==> config.mk <==
export PLATFORM = sky130hd
export DESIGN_NAME = instr_fetch
export DESIGN_NICKNAME = d
export VERILOG_FILES = /design/src/rtl/instr_fetch.sv
export SDC_FILE = /design/constraint.sdc
export NUM_CORES = 1
export LEC_CHECK = 0
export BUFFER_PORTS_ARGS = -buffer_cell sky130_fd_sc_hd__buf_2
export CAP_MARGIN = 10
export CORE_ASPECT_RATIO = 0.8
export CORE_MARGIN = 2
export CORE_UTILIZATION = 62
export DETAILED_ROUTE_END_ITERATION = 8
export PLACE_DENSITY_LB_ADDON = 0.05
export SYNTH_ARGS = -nofsm -noshare
export SYNTH_HDL_FRONTEND = slang
export SYNTH_SLANG_ARGS = --single-unit
==> constraint.sdc <==
create_clock -name clk -period 15.5 [get_ports clk]
set_clock_uncertainty 0.05 [all_clocks]
set_input_delay 3.1 -clock clk [delete_from_list [all_inputs] [get_ports clk]]
set_output_delay 3.1 -clock clk [all_outputs]
set_load 0.005 [all_outputs]
==> src/rtl/instr_fetch.sv <==
`timescale 1ns/1ps
// instr_fetch: fetch stage ahead of instr_decode.
// Owns the PC and issues one-outstanding word fetches on a req/ready port.
// Returned words go into a small FIFO whose head is presented, registered, to decode.
// Redirects from execute flush the FIFO and any in-flight word.
// Ports:
//   clk, reset (async, active-low)
//   imem_req/imem_addr   -> instruction memory request (held until imem_ready)
//   imem_ready/imem_rdata <- completion and returned word
//   redirect/redirect_pc  <- taken branch/jump target from execute
//   stall                 <- decode back-pressure
//   instr/pc_out/instr_valid -> FIFO head to decode (NOP/0 when empty)
module instr_fetch #(
  parameter logic [31:0] RESET_PC   = 32'h0000_0000,
  parameter int unsigned FIFO_DEPTH = 2,
  parameter logic [31:0] NOP        = 32'h0000_0013
) (
  input  logic        clk,
  input  logic        reset,
  output logic        imem_req,
  output logic [31:0] imem_addr,
  input  logic        imem_ready,
  input  logic [31:0] imem_rdata,
  input  logic        redirect,
  input  logic [31:0] redirect_pc,
  input  logic        stall,
  output logic [31:0] instr,
  output logic [31:0] pc_out,
  output logic        instr_valid
);

  localparam int unsigned PTR_W   = (FIFO_DEPTH > 2) ? $clog2(FIFO_DEPTH) : 1;
  localparam int unsigned CNT_W   = $clog2(FIFO_DEPTH + 1);
  localparam logic [CNT_W-1:0] DEPTH_C = CNT_W'(FIFO_DEPTH);
  localparam logic [31:0] PC_STEP = 32'd4;

  typedef enum logic [1:0] {
    IDLE    = 2'd0,
    FETCH   = 2'd1,
    DISCARD = 2'd2
  } state_t;

  state_t             state_q, state_d;
  logic [31:0]        pc_q, pc_d;
  logic               req_q, req_d;
  logic [31:0]        addr_q, addr_d;
  logic [PTR_W-1:0]   rd_ptr_q, rd_ptr_d;
  logic [PTR_W-1:0]   wr_ptr_q, wr_ptr_d;
  logic [CNT_W-1:0]   count_q;
  logic [31:0]        instr_q, instr_d;
  logic [31:0]        pc_out_q, pc_out_d;
  logic               valid_q, valid_d;

  logic [31:0]        fifo_pc_q    [FIFO_DEPTH];
  logic [31:0]        fifo_instr_q [FIFO_DEPTH];

  logic               done_c;
  logic               pop_c;
  logic               push_c;
  logic [CNT_W-1:0]   count_kept_c;
  logic [CNT_W-1:0]   count_next_c;
  logic               credit_c;
  logic [31:0]        target_c;
  logic               rpc_low_unused;

  // Word-aligned redirect target; the two low bits carry no meaning.
  assign target_c       = {redirect_pc[31:2], 2'b00};
  assign rpc_low_unused = ^redirect_pc[1:0];

  // Handshake events for this cycle; a redirect overrides both pop and push.
  assign done_c = req_q & imem_ready;
  assign pop_c  = valid_q & ~stall & ~redirect;
  assign push_c = done_c & (state_q == FETCH) & ~redirect;

  // Occupancy after this edge; a same-cycle pop frees its slot for a new request.
  assign count_kept_c = count_q - CNT_W'(pop_c);
  assign count_next_c = redirect ? '0 : (count_kept_c + CNT_W'(push_c));
  assign credit_c     = (count_next_c < DEPTH_C);

  // Next-state, request and FIFO-head computation.
  always_comb begin
    state_d  = state_q;
    pc_d     = pc_q;
    req_d    = req_q;
    addr_d   = addr_q;
    rd_ptr_d = rd_ptr_q;
    wr_ptr_d = wr_ptr_q;
    valid_d  = 1'b0;
    instr_d  = NOP;
    pc_out_d = '0;

    case (state_q)
      IDLE: begin
        if (redirect) pc_d = target_c;
        if (credit_c) begin
          state_d = FETCH;
          req_d   = 1'b1;
          addr_d  = pc_d;
        end
      end

      FETCH: begin
        if (redirect) begin
          pc_d = target_c;
          if (done_c) begin
            // Returned word belongs to the old path; restart at the target.
            addr_d = target_c;
          end else begin
            // Request cannot be withdrawn; wait it out and drop the data.
            state_d = DISCARD;
          end
        end else if (done_c) begin
          pc_d = pc_q + PC_STEP;
          if (credit_c) begin
            addr_d = pc_q + PC_STEP;
          end else begin
            state_d = IDLE;
            req_d   = 1'b0;
            addr_d  = pc_q + PC_STEP;
          end
        end
      end

      DISCARD: begin
        if (redirect) pc_d = target_c;
        if (done_c) begin
          addr_d = pc_d;
          if (credit_c) begin
            state_d = FETCH;
          end else begin
            state_d = IDLE;
            req_d   = 1'b0;
          end
        end
      end

      default: begin
        state_d = IDLE;
        req_d   = 1'b0;
      end
    endcase

    // FIFO pointers
    if (redirect) begin
      rd_ptr_d = '0;
      wr_ptr_d = '0;
    end else begin
      if (pop_c)  rd_ptr_d = rd_ptr_q + PTR_W'(1);
      if (push_c) wr_ptr_d = wr_ptr_q + PTR_W'(1);
    end

    // Registered head: bypass the incoming word when it lands in an empty FIFO.
    if (count_next_c != '0) begin
      valid_d = 1'b1;
      if (push_c && (count_kept_c == '0)) begin
        instr_d  = imem_rdata;
        pc_out_d = addr_q;
      end else begin
        instr_d  = fifo_instr_q[rd_ptr_d];
        pc_out_d = fifo_pc_q[rd_ptr_d];
      end
    end
  end

  // Control and output registers.
  always_ff @(posedge clk or negedge reset) begin
    if (!reset) begin
      state_q  <= IDLE;
      pc_q     <= RESET_PC;
      req_q    <= 1'b0;
      addr_q   <= RESET_PC;
      rd_ptr_q <= '0;
      wr_ptr_q <= '0;
      count_q  <= '0;
      instr_q  <= NOP;
      pc_out_q <= '0;
      valid_q  <= 1'b0;
    end else begin
      state_q  <= state_d;
      pc_q     <= pc_d;
      req_q    <= req_d;
      addr_q   <= addr_d;
      rd_ptr_q <= rd_ptr_d;
      wr_ptr_q <= wr_ptr_d;
      count_q  <= count_next_c;
      instr_q  <= instr_d;
      pc_out_q <= pc_out_d;
      valid_q  <= valid_d;
    end
  end

  // FIFO storage; contents are qualified by count, so no reset needed.
  always_ff @(posedge clk) begin
    if (push_c) begin
      fifo_pc_q[wr_ptr_q]    <= addr_q;
      fifo_instr_q[wr_ptr_q] <= imem_rdata;
    end
  end

  assign imem_req    = req_q;
  assign imem_addr   = addr_q;
  assign instr       = instr_q;
  assign pc_out      = pc_out_q;
  assign instr_valid = valid_q;

endmodule

# After elaboration in Yosys (flattened, before gate mapping)
# Memory sizes are Yosys's and may differ from the RTL's.
# Index checks and enable logic that the tools add are counted.
totals:
  register_bits: 136
  mem_bits_rw: 128
  in_bits: 69
  mem_count: 2
op_classes:
  add_sub_neg: 5
  n_lt_le_gt_ge: 1
  eq_ne: 9
  mux: 34
  bitwise: 7
  n_reduce_logical: 12
memory_table:
  columns: ["name", "words", "word_bits", "rd", "rd_clocked_by_memory_dff", "write_ports", "line_no", "source"]
  rows:
  - ["fifo_instr_q", 2, 32, 1, 0, 1, "55", "logic [31:0] fifo_instr_q [FIFO_DEPTH];"]
  - ["fifo_pc_q", 2, 32, 1, 0, 1, "54", "logic [31:0] fifo_pc_q [FIFO_DEPTH];"]
ops:
  columns: ["cell", "count"]
  rows:
  - ["2-to-1 mux 32 bit", 11]
  - ["one-hot mux 32 bit (3 select lines)", 1]
  - ["one-hot mux 32 bit (2 select lines)", 1]
  - ["adder 32 x 3 -> 32 bit (second input constant)", 1]
  - ["2-to-1 mux 2 bit", 7]
  - ["2-to-1 mux 1 bit", 12]
  - ["!= test 3 bit (second input constant)", 3]
  - ["!= test 2 bit (second input constant)", 4]
  - ["one-hot mux 2 bit (3 select lines)", 1]
  - ["nonzero test 2 bit", 3]
  - ["bitwise AND 1 bit", 5]
  - ["AND reduction 5 bit", 1]
  - ["zero test 2 bit", 2]
  - ["AND reduction 2 bit", 2]
  - ["AND reduction 4 bit", 1]
  - ["one-hot mux 1 bit (3 select lines)", 1]
  - ["nonzero test 3 bit", 1]
  - ["adder 1 bit (second input constant)", 2]
  - ["adder 2 x 1 -> 2 bit", 1]
  - ["equality test 2 x 1 -> 1 bit (second input constant)", 1]
  - ["equality test 2 bit (second input constant)", 1]
  - ["< comparator 2 bit (second input constant)", 1]
  - ["inverter 1 bit", 2]
  - ["OR reduction 2 bit", 1]
  - ["2 further kinds", 2]

# Depth between registers and ports, before layout
# Gate-level depths: netlist (run 1).
depth:
  word_depth: 11
  mapped_depth: 13
  ltp_nobuf: 10

# Least setup slack after synthesis (run 1)
# Ideal clock, no wire load.
synth_path:
  kind: "input to register"
  start: "in redirect"
  end: "mem fifo_instr_q[0][0], enable pin"
  setup_time_ns: 0.565
  arrival_time_ns: 8.110
  path_slack_ns: 6.775
  path_stages: 4
  n_path_buf: 3
  path_cell_list: "clkbuf_1 > clkbuf_1 > buf_1 > nor3_1"
synth_via:
  elab_chain_cells: 4
synth_rtl:
  columns: ["item", "line_no", "source"]
  rows:
  - ["from (decl)", "24", "input logic redirect,"]
  - ["inverter 1 bit", "73", "assign push_c = done_c & (state_q == FETCH) & ~redirect;"]
  - ["bitwise AND 1 bit", "73", null]
  - ["2-to-1 mux 1 bit", "194", "if (push_c) begin"]
  - ["2-to-1 mux 1 bit (not written as such)", "196", "fifo_instr_q[wr_ptr_q] <= imem_rdata;"]
  - ["to (decl)", "55", null]
# No other way between the ends.

# Worst setup path after layout (run 1)
layout_path:
  start: "in redirect"
  end: "reg instr_q[12] (netlist: instr[12])"
layout_via:
  elab_chain_cells: 7
  elab_cells_between_ends: 14
layout_rtl:
  columns: ["item", "line_no", "source"]
  rows:
  - ["inverter 1 bit", "72, 73", null]
  - ["bitwise AND 1 bit", "72", "assign pop_c = valid_q & ~stall & ~redirect;"]
  - ["subtractor 2 x 1 -> 2 bit", "76", "assign count_kept_c = count_q - CNT_W'(pop_c);"]
  - ["adder 2 x 1 -> 2 bit", "77", "assign count_next_c = redirect ? '0 : (count_kept_c + CNT_W'(push_c));"]
  - ["2-to-1 mux 2 bit *", "77", null]
  - ["via count_next_c[1]", "61", "logic [CNT_W-1:0] count_next_c;"]
  - ["nonzero test 2 bit *", "153", "if (count_next_c != '0) begin"]
  - ["2-to-1 mux 32 bit *", "153", null]
  - ["via instr_d[12]", "50", "logic [31:0] instr_q, instr_d;"]
  - ["to (signal assigned)", "186", "instr_q <= instr_d;"]
  - ["to (decl)", "50", null]
# The timed path passes the listed nets; every way through them passes the cells marked *.
# A chain may end at the register's enable or synchronous reset.

==> run_results.csv, run 1 <==
group,metric,value,unit
placement,dpl-instance-area,12530,µm²
logic_synthesis,synth_area_per_cell,11.83,µm²
route,drt_pass1_iterations,5,
logic_synthesis,synth-seq-cells,264,
logic_synthesis,syn_area,11550,µm²
worst_setup_path,worstPathMaxFanout,65,
timing,tightestPinTransition,1116,ps
global_routing,use_met2,42.01,%
logic_synthesis,synth_edf_count,128,
route,detail-route-antenna-nets,0,
placement,io_buffers,164,
timing,fmax,183.9,MHz
logic_synthesis,async_reset_ff_share,51.52,%
logic_synthesis,synth_cells,976,
clock_network,cts_root_buf,"clkbuf_16",
timing,period_minus_slack,5437,ps
floorplan,placementRows,44,
logic_synthesis,ys.flop_type,"dfrtp_1",
floorplan,ios,167,
final_layout,num-fill-cells,1292,
route,vias,8289,
final_layout,num_antenna_cells,0,
timing,finalSetupViolCount,0,
worst_setup_path,path_class,"in2reg",
global_routing,grt_max_degree,91,
logic_synthesis,synth_warnings,0,
route,wl_per_cell,18.37,µm
global_routing,busiest_layer,"met2",
floorplan,dieArea,19740,µm²
route,via_per_inst,6.011,
clock_network,ctsResizeCount,0,
timing,fin_crit_sh,35.08,%
global_routing,grt_overflow,0,
worst_setup_path,endpoint_kind,"flip-flop",
global_routing,grtUsageMet3,4.542,%
floorplan,core,18220,µm²
job,maxCapViolations,0,
clock_network,cts_buffers,27,
floorplan,dieWidth,156.6,µm
logic_synthesis,synthesis.nets,1053,
power_and_ir_drop,ir_drop,106.1,µV
worst_setup_path,cp.arrival,5740,ps
timing,hold_viol_final,0,
power_and_ir_drop,power_density,176.0,nW/µm²
power_and_ir_drop,p_leak,5.388,nW
route,drc,0,
global_routing,grt_first_pass_wirelength,40.77,mm
run_status,outcome,"finished, final reports clean",
clock_network,htree_levels,1,
floorplan,start_util,63.38,%
placement,dp_hpwl,15.91,mm
route,drtIter0Drc,685,
worst_hold_path,min_path_type,"reg2reg",
clock_network,insertion_delay,530,ps
clock_network,path_clk_slew,60,ps
global_routing,track_usage,26.06,%
clock_network,cts_setup_buffers,0,
global_routing,antenna_found_initial,0,
clock_network,cts_tree,"built",
route,routed_wl,25.34,mm
final_layout,fin_area,13350,µm²
clock_network,cts_buffer_depth,3,
worst_setup_path,crit_required,15800,ps
clock_network,ctsHoldBuffers,0,
clock_network,clkSinkCount,264,
logic_synthesis,ys_types,68,
logic_synthesis,synth-seq-area-share,62.78,%
placement,gp_congestion,0.8946,
floorplan,die_h,126.1,µm
timing,grt_setup_unrepaired,"no",
timing,relSlewSlack,25.41,%
final_layout,drive_gt1_share,21.40,%
global_routing,grt_pass1_vias,7733,
global_routing,met1_usage,37.54,%
final_layout,nets,1184,
worst_setup_path,cp-start-kind,"primary input",
final_layout,area_growth,15.63,%
timing,slew_viol_final,0,
timing,setup_tns,0,ps
## power by group
group | internal [mW] | switching (mW) | total, mW
logic | 0.263 | 0.425 | 0.687
clock network | 0.353 | 0.254 | 0.608
registers | 0.908 | 0.147 | 1.06
total | 1.52 | 0.826 | 2.35
## cell usage in the layout, fill, tap and decap left out, types with 12 or more instances in the layout
cell type	count
nor3_1	23
inv_1	16
nand4_1	14
dfrtp_1	133
a211oi_1	62
clkbuf_1	12
edfxtp_1	128
clkbuf_16	27
nor2_1	96
o31ai_1	12
mux2i_1	68
nand2_1	61
a21oi_1	39
o21ai_0	59
xnor2_1	13
nand3_1	27
buf_2	163
## metal layers
metal	wire, µm	share of wire (%)
met1	11000	43
met2	12100	48
met3	1799	7.1
met4	435	1.7
met5	0	0
## cell usage after synthesis, drive strengths merged (4+ instances only)
cell    count  area [µm²]
a21o        5       37.54
o31ai      12       90.09
and2        4       25.02
or2         7       43.79
mux2        5       56.30
o21ai      59       295.3
and4        6       53.80
ha          8       100.1
nor3       24       120.1
nand2b      8       50.05
a211oi     62       465.5
nand2      62       235.2
inv        17       63.81
nand4      15       100.1
and3        5       32.53
xnor2      13       113.9
o21a        5       37.54
dfrtp     133        3328
a22oi       4       30.03
xor2        4       35.03
nor2       98       367.9
or4         5       37.54
a31oi       6       37.54
a21oi      40       200.2
clkbuf     56       211.5
mux2i      68       680.7
nor4       11       68.82
edfxtp    128        3844
or3         5       31.28
buf        17       82.58
nand3      28       140.1
o22ai       8       50.05
## flip-flops by register name, indices dropped and copies added (netlist names)
| register | flops |
|---|---|
| fifo_instr_q | 64 |
| fifo_pc_q | 64 |
| imem_addr | 32 |
| instr | 32 |
| pc_out | 32 |
| pc_q | 32 |
| count_q | 2 |
| state_q | 2 |
| imem_req | 1 |
| instr_valid | 1 |
| rd_ptr_q | 1 |
| wr_ptr_q | 1 |
## critical path, cell delays in order
cell and delay, ps:
buf_2 490, nor2_1 120, ha_1 360, inv_1 60, ha_1 180, xnor3_1 330, nor2_1 170, nor2_4 130
buf_4 630, a211oi_1 130
## stage by stage
| step | utilization (%) | setup WS (ps) | power (mW) | cells | hold WS, ps |
|---|---|---|---|---|---|
| after floorplan | - | 6775 | 1.504 | 976 | 403.9 |
| after global placement | 68.76 | 9595 | 1.725 | 1331 | 421.3 |
| after detailed placement | 68.76 | 9545 | 1.748 | 1331 | 429.0 |
| after CTS | 73.28 | 10080 | 2.356 | 1379 | 445.0 |
| after global routing | 73.28 | 9834 | 2.497 | 1379 | 464.6 |
| final | 73.28 | 10060 | 2.351 | 1379 | 444.4 |
## cell type report
class,count,area (µm²),share of cell area (%)
Sequential cell,264,7251,54.30
Clock buffer,42,762.0,5.706
Tap cell,253,316.6,2.370
Multi-Input combinational cell,621,3985,29.84
Timing Repair Buffer,175,909.6,6.812
Clock inverter,6,62.56,0.4685
Inverter,18,67.56,0.5059
## kinds of logic after synthesis
kind of cell,synth area share [%]
AO/OA/AOI/OAI,13.59
AND/OR/NAND/NOR,11.77
multiplexers,6.381
flip-flops,62.78
buffers and inverters,3.131
XOR/XNOR,1.484
adder cells (fa/ha/maj),0.8668
## worst paths after layout
path	from	endpoint	slack, ps	cells after the start
max in group asynchronous	reset	pc_out[24]	11540	2
worst min register to register	pc_q[0]	pc_q[0]	440	1
worst max-delay path	redirect	instr[12]	10060	10
worst min-delay path	pc_q[0]	pc_q[0]	440	1
min in group asynchronous	reset	instr[23]	2520	1
worst max register to register	state_q[1]	instr[4]	12000	9
Power figures use the tool's default switching activity.
==> run 2, diff against run 1 <==
CORE_UTILIZATION = 57   (was 62)
clock period = 5.6 ns   (was 15.5 ns; I/O delays follow)
==> run_results.csv, run 2 (synthesis results as in run 1) <==
group,metric,value,unit
timing,fin_crit_sh,61.63,%
final_layout,num-fill-cells,1543,
global_routing,grt_max_degree,100,
floorplan,core,19860,µm²
power_and_ir_drop,intPower,4.363,mW
power_and_ir_drop,p_leak,5.462,nW
route,via_per_inst,5.958,
timing,finalSetupViolCount,0,
clock_network,ctsResizeCount,0,
route,wl_per_cell,18.74,µm
final_layout,nets,1189,
timing,tightestPinTransition,1013,ps
floorplan,dieArea,21420,µm²
power_and_ir_drop,p_switching,2.311,mW
worst_setup_path,crit_required,5910,ps
timing,period_minus_slack,3451,ps
floorplan,placementRows,46,
timing,setup_tns,0,ps
worst_setup_path,cp.arrival,3760,ps
final_layout,seq_area,7251,µm²
placement,dpl.cell_count,1347,
clock_network,cts_root_buf,"clkbuf_16",
final_layout,layout_common_cells,"buf_2 (163), dfrtp_1 (133), edfxtp_1 (128), nor2_1 (96), mux2i_1 (68)",
route,drt_pass1_iterations,5,
clock_network,path_clk_slew,60,ps
power_and_ir_drop,ir_drop,250.4,µV
worst_setup_path,cp.buffers_inverters,3,
worst_setup_path,crit_slowest_cell,"nor2_4",
final_layout,num_antenna_cells,0,
power_and_ir_drop,power_density,494.1,nW/µm²
timing,relSlewSlack,32.50,%
clock_network,htree_levels,1,
route,detail-route-antenna-nets,0,
timing,hold_viol_final,0,
final_layout,multi_input_area,3991,µm²
global_routing,grt_overflow,0,
clock_network,ctsHoldBuffers,0,
route,routed_wl,26.18,mm
clock_network,clkSinkCount,264,
run_status,outcome,"finished, final reports clean",
floorplan,start_util,58.16,%
clock_network,insertion_delay,520,ps
clock_network,cts_buffers,27,
global_routing,track_usage,24.32,%
final_layout,area_growth,16.96,%
timing,grt_setup_unrepaired,"no",
route,vias,8323,
final_layout,final_common_cell,"buf_2",
final_layout,stdcell_count,1397,
worst_setup_path,crit_family,"simple AND/OR/NAND/NOR gates",
clock_network,cts_setup_buffers,0,
timing,fmax,289.8,MHz
route,drtIter0Drc,697,
power_and_ir_drop,p_comb_share,28.7,%
global_routing,grt_pass1_vias,7871,
floorplan,ios,167,
worst_setup_path,path_class,"in2reg",
placement,dp_hpwl,16.67,mm
placement,gp_congestion,0.8653,
job,maxCapViolations,0,
worst_setup_path,worstPathCellList,"buf_2 -> nor2_1 -> ha_1 -> inv_1 -> ha_1 -> xnor3_1 -> nor2_1 -> nor2_4 -> buf_4 -> a211oi_1",
worst_setup_path,slowest_delay,680,ps
final_layout,top_regs,"fifo_instr_q x64, fifo_pc_q x64",
clock_network,cts_buffer_depth,3,
global_routing,antenna_found_initial,0,
power_and_ir_drop,switching_share,34.62,%
worst_setup_path,cp-start-kind,"primary input",
timing,worst_hold_slack,435.9,ps
global_routing,grt_first_pass_wirelength,41.51,mm
power_and_ir_drop,clkPwrFrac,27.5,%
worst_setup_path,worstPathMaxFanout,32,
worst_hold_path,min_path_type,"reg2reg",
worst_setup_path,endpoint_kind,"flip-flop",
floorplan,die_h,131.3,µm
timing,slew_viol_final,0,
placement,io_buffers,164,
route,drc,0,
power_and_ir_drop,seqPwrFrac,43.8,%
floorplan,dieWidth,163.1,µm
clock_network,cts_tree,"built",
final_layout,drive_gt1_share,22.42,%
-- run 2: final timing paths --
| kind | depth (start not counted) | to | slack, ps | from |
|---|---|---|---|---|
| min in group asynchronous | 1 | instr[25] | 580 | reset |
| min reg2reg | 1 | pc_q[0] | 440 | pc_q[0] |
| max | 10 | pc_out[9] | 2150 | redirect |
| min | 1 | pc_q[0] | 440 | pc_q[0] |
| max reg2reg | 10 | pc_out[9] | 2290 | state_q[1] |
| max in group asynchronous | 2 | pc_q[21] | 3650 | reset |
-- run 2: final cells by class --
cell class	count	share of cell area [%]
Sequential cell	264	53.68
Tap cell	264	2.446
Clock buffer	36	5.475
Timing Repair Buffer	180	7.013
Inverter	18	0.5002
Clock inverter	14	1.334
Multi-Input combinational cell	621	29.55
-- run 2: power by group through the flow --
stage / clock [mW] / combinational [mW] / sequential, mW
floorplan: 0 / 1.34 / 2.82
global placement: 0 / 1.87 / 2.94
detailed placement: 0 / 1.91 / 2.95
CTS: 1.88 / 1.92 / 2.92
global route: 1.95 / 2.14 / 2.99
finish: 1.84 / 1.91 / 2.92
-- run 2: layer usage --
| metal | share of wire (%) | vias to the layer above | GRT usage (%) |
|---|---|---|---|
| met5 | 0 | - | 0 |
| met4 | 2.2 | 0 | 5.752 |
| met3 | 5.7 | 45 | 3.662 |
| met2 | 47 | 273 | 38.70 |
| met1 | 45 | 4105 | 35.56 |
| li1 | - | 3900 | - |
-- run 2: per-stage QoR --
stage	setup WS (ps)	cell area [µm²]	power, mW	utilization, %
5_1_grt	1951	13510	7.074	68.02
6_report	2149	13510	6.674	68.02
4_1_cts	2184	13510	6.713	68.02
3_5_place_dp	1629	12590	4.861	63.39
3_3_place_gp	1668	12590	4.815	63.39
2_1_floorplan	813.4	11550	4.160	-
==> run 3, diff against run 2 <==
ABC_AREA = 1   (was not set)
CORE_UTILIZATION = 52   (was 57)
clock period = 2.8 ns   (was 5.6 ns; I/O delays follow)
==> run_results.csv, run 3 <==
group,metric,value,unit
clock_network,cts_buffers,27,
global_routing,grt_overflow,0,
worst_setup_path,cp-start-kind,"flip-flop",
logic_synthesis,synth_warnings,0,
floorplan,die_h,139.4,µm
worst_setup_path,worstPathMaxFanout,52,
floorplan,placementRows,49,
logic_synthesis,synth_top_family_by_area,"simple AND/OR/NAND/NOR gates",
final_layout,nets,1505,
clock_network,insertion_delay,520,ps
final_layout,layout_common_cells,"nand2_1 (437), buf_2 (163), dfrtp_1 (133), edfxtp_1 (128), nor2_1 (98)",
logic_synthesis,synth_common_cells,"nand2_1 (437), dfrtp_1 (133), edfxtp_1 (128)",
worst_hold_path,min_path_type,"in2reg",
logic_synthesis,ys.flop_type,"dfrtp_1",
logic_synthesis,synth_area_per_cell,9.321,µm²
worst_setup_path,worstSetupStartpoint,"state_q[1]",
worst_setup_path,crit_required,3160,ps
clock_network,path_clk_slew,60,ps
power_and_ir_drop,p_leak,6.310,nW
route,drc,0,
logic_synthesis,synth_mux_area_share,0.1680,%
timing,tightestPinTransition,642.4,ps
route,vias,9457,
route,drtIter0Drc,772,
worst_setup_path,path_class,"reg2reg",
clock_network,htree_levels,1,
worst_setup_path,cp.arrival,2900,ps
logic_synthesis,synth_edf_count,128,
placement,dp_hpwl,18.62,mm
logic_synthesis,synth_most_common_cell,"nand2_1",
global_routing,grt_pass1_vias,9093,
logic_synthesis,synth_xor_area_share,0,%
final_layout,area_growth,17.81,%
timing,setup_tns,0,ps
logic_synthesis,synthesis.nets,1355,
timing,fin_crit_sh,90.78,%
worst_setup_path,rr_startpoint,"state_q[1]",
timing,relSlewSlack,57.17,%
logic_synthesis,synth_fa_ha_area_share,0.8402,%
floorplan,core,22500,µm²
logic_synthesis,synth_cells,1278,
power_and_ir_drop,power_density,1010,nW/µm²
floorplan,start_util,52.94,%
clock_network,clkSinkCount,264,
route,detail-route-antenna-nets,0,
placement,dp_slack,91.98,ps
route,via_per_inst,5.392,
logic_synthesis,ys_types,37,
power_and_ir_drop,ir_drop,610.0,µV
final_layout,top_regs,"fifo_instr_q x64, fifo_pc_q x64",
clock_network,ctsResizeCount,0,
run_status,outcome,"finished, final reports clean",
timing,grt_setup_unrepaired,"no",
logic_synthesis,synth_top_area_cell,"edfxtp_1",
timing,hold_viol_final,0,
placement,gp_congestion,0.8500,
timing,fin_ws,258.3,ps
timing,finalSetupViolCount,0,
job,maxCapViolations,0,
global_routing,track_usage,24.65,%
final_layout,drive_gt1_share,18.30,%
global_routing,grt_max_degree,67,
logic_synthesis,syn_area,11910,µm²
clock_network,cts_buffer_depth,3,
clock_network,cts_tree,"built",
logic_synthesis,synth_compound_area_share,10.29,%
logic_synthesis,synth_top_area_share,32.27,%
global_routing,grt_first_pass_wirelength,47.91,mm
floorplan,ios,167,
logic_synthesis,synth-seq-area-share,60.87,%
global_routing,antenna_found_initial,0,
route,drt_pass1_iterations,5,
logic_synthesis,synth-seq-cells,264,
logic_synthesis,yosys-top-cells-area,"edfxtp_1 (32%), dfrtp_1 (28%), nand2_1 (14%)",
timing,worst_hold_slack,193.2,ps
logic_synthesis,async_reset_ff_share,51.52,%
route,routed_wl,29.17,mm
clock_network,ctsHoldBuffers,1,
worst_hold_path,hp-start,"imem_rdata[8]",
timing,period_minus_slack,2542,ps
placement,io_buffers,164,
route,wl_per_cell,16.63,µm
floorplan,dieArea,24140,µm²
worst_setup_path,endpoint_kind,"flip-flop",
timing,fmax,393.4,MHz
floorplan,dieWidth,173.2,µm
final_layout,final_common_cell,"nand2_1",
final_layout,num_antenna_cells,0,
logic_synthesis,yosys.area_share.simple,22.87,%
clock_network,cts_setup_buffers,0,
final_layout,fin_util,62.38,%
clock_network,cts_root_buf,"clkbuf_16",
final_layout,num-fill-cells,1932,
timing,slew_viol_final,0,
run 3: kinds of logic (layout without fill, tap and decap cells):
group,count (synthesis),count (layout)
and+or+nand+nor,650,650
DFF,264,264
muxes,2,2
AOI/OAI and AO/OA,218,218
buffers and inverters,136,306
adders and majority gates,8,8
run 3: path summary, 6_finish.rpt:
check / to / slack [ps] / depth (start not counted)
setup / recovery: imem_addr[21] / 260 / 12
hold / removal: fifo_instr_q[1][8] / 190 / 1
setup reg to reg: imem_addr[21] / 260 / 12
hold reg to reg: pc_q[0] / 440 / 1
max in group asynchronous: instr[1] / 1370 / 3
min in group asynchronous: pc_q[4] / 530 / 2
run 3: report_power, final:
group | leakage [nW] | switching, mW | internal (mW)
Sequential | 2.92 | 0.728 | 4.95
Combinational | 2.95 | 3.17 | 1.63
Clock | 0.448 | 1.45 | 2.24
run 3: metrics by stage:
stage / instances / power, mW / area, µm²
final: 1754 / 14.17 / 14030
after global routing: 1754 / 15.22 / 14030
after CTS: 1754 / 14.27 / 14030
after detailed placement: 1704 / 10.56 / 13100
after global placement: 1704 / 10.44 / 13100
after floorplan: 1278 / 8.872 / 11930
run 3: layer usage:
| metal | up-vias | wire length, µm | GRT usage [%] |
|---|---|---|---|
| met5 | - | 0 | 0 |
| met4 | 0 | 619 | 6.021 |
| met3 | 38 | 1900 | 4.754 |
| met2 | 284 | 13550 | 39.75 |
| met1 | 4526 | 13100 | 34.80 |
| li1 | 4609 | - | - |
run 3: critical path, cell delays in order, from the launching register on:
cell	delay [ps]
dfrtp_1	410
inv_1	110
ha_1	200
nand3_2	150
nor2_4	170
ha_1	180
nand3b_1	150
nand4_1	170
nand3_2	130
buf_4	460
nor2_1	80
nand2_1	120
nand2_1	50
run 3: layout make-up:
class                           instances  area (µm²)  share of cell area, %
Inverter                               67       251.5                  1.792
Sequential cell                       264        7251                  51.66
Clock inverter                         10       135.1                 0.9628
Clock buffer                           39       792.0                  5.643
Multi-Input combinational cell        878        4098                  29.20
Timing Repair Buffer                  190        1125                  8.015
Tap cell                              306       382.9                  2.728
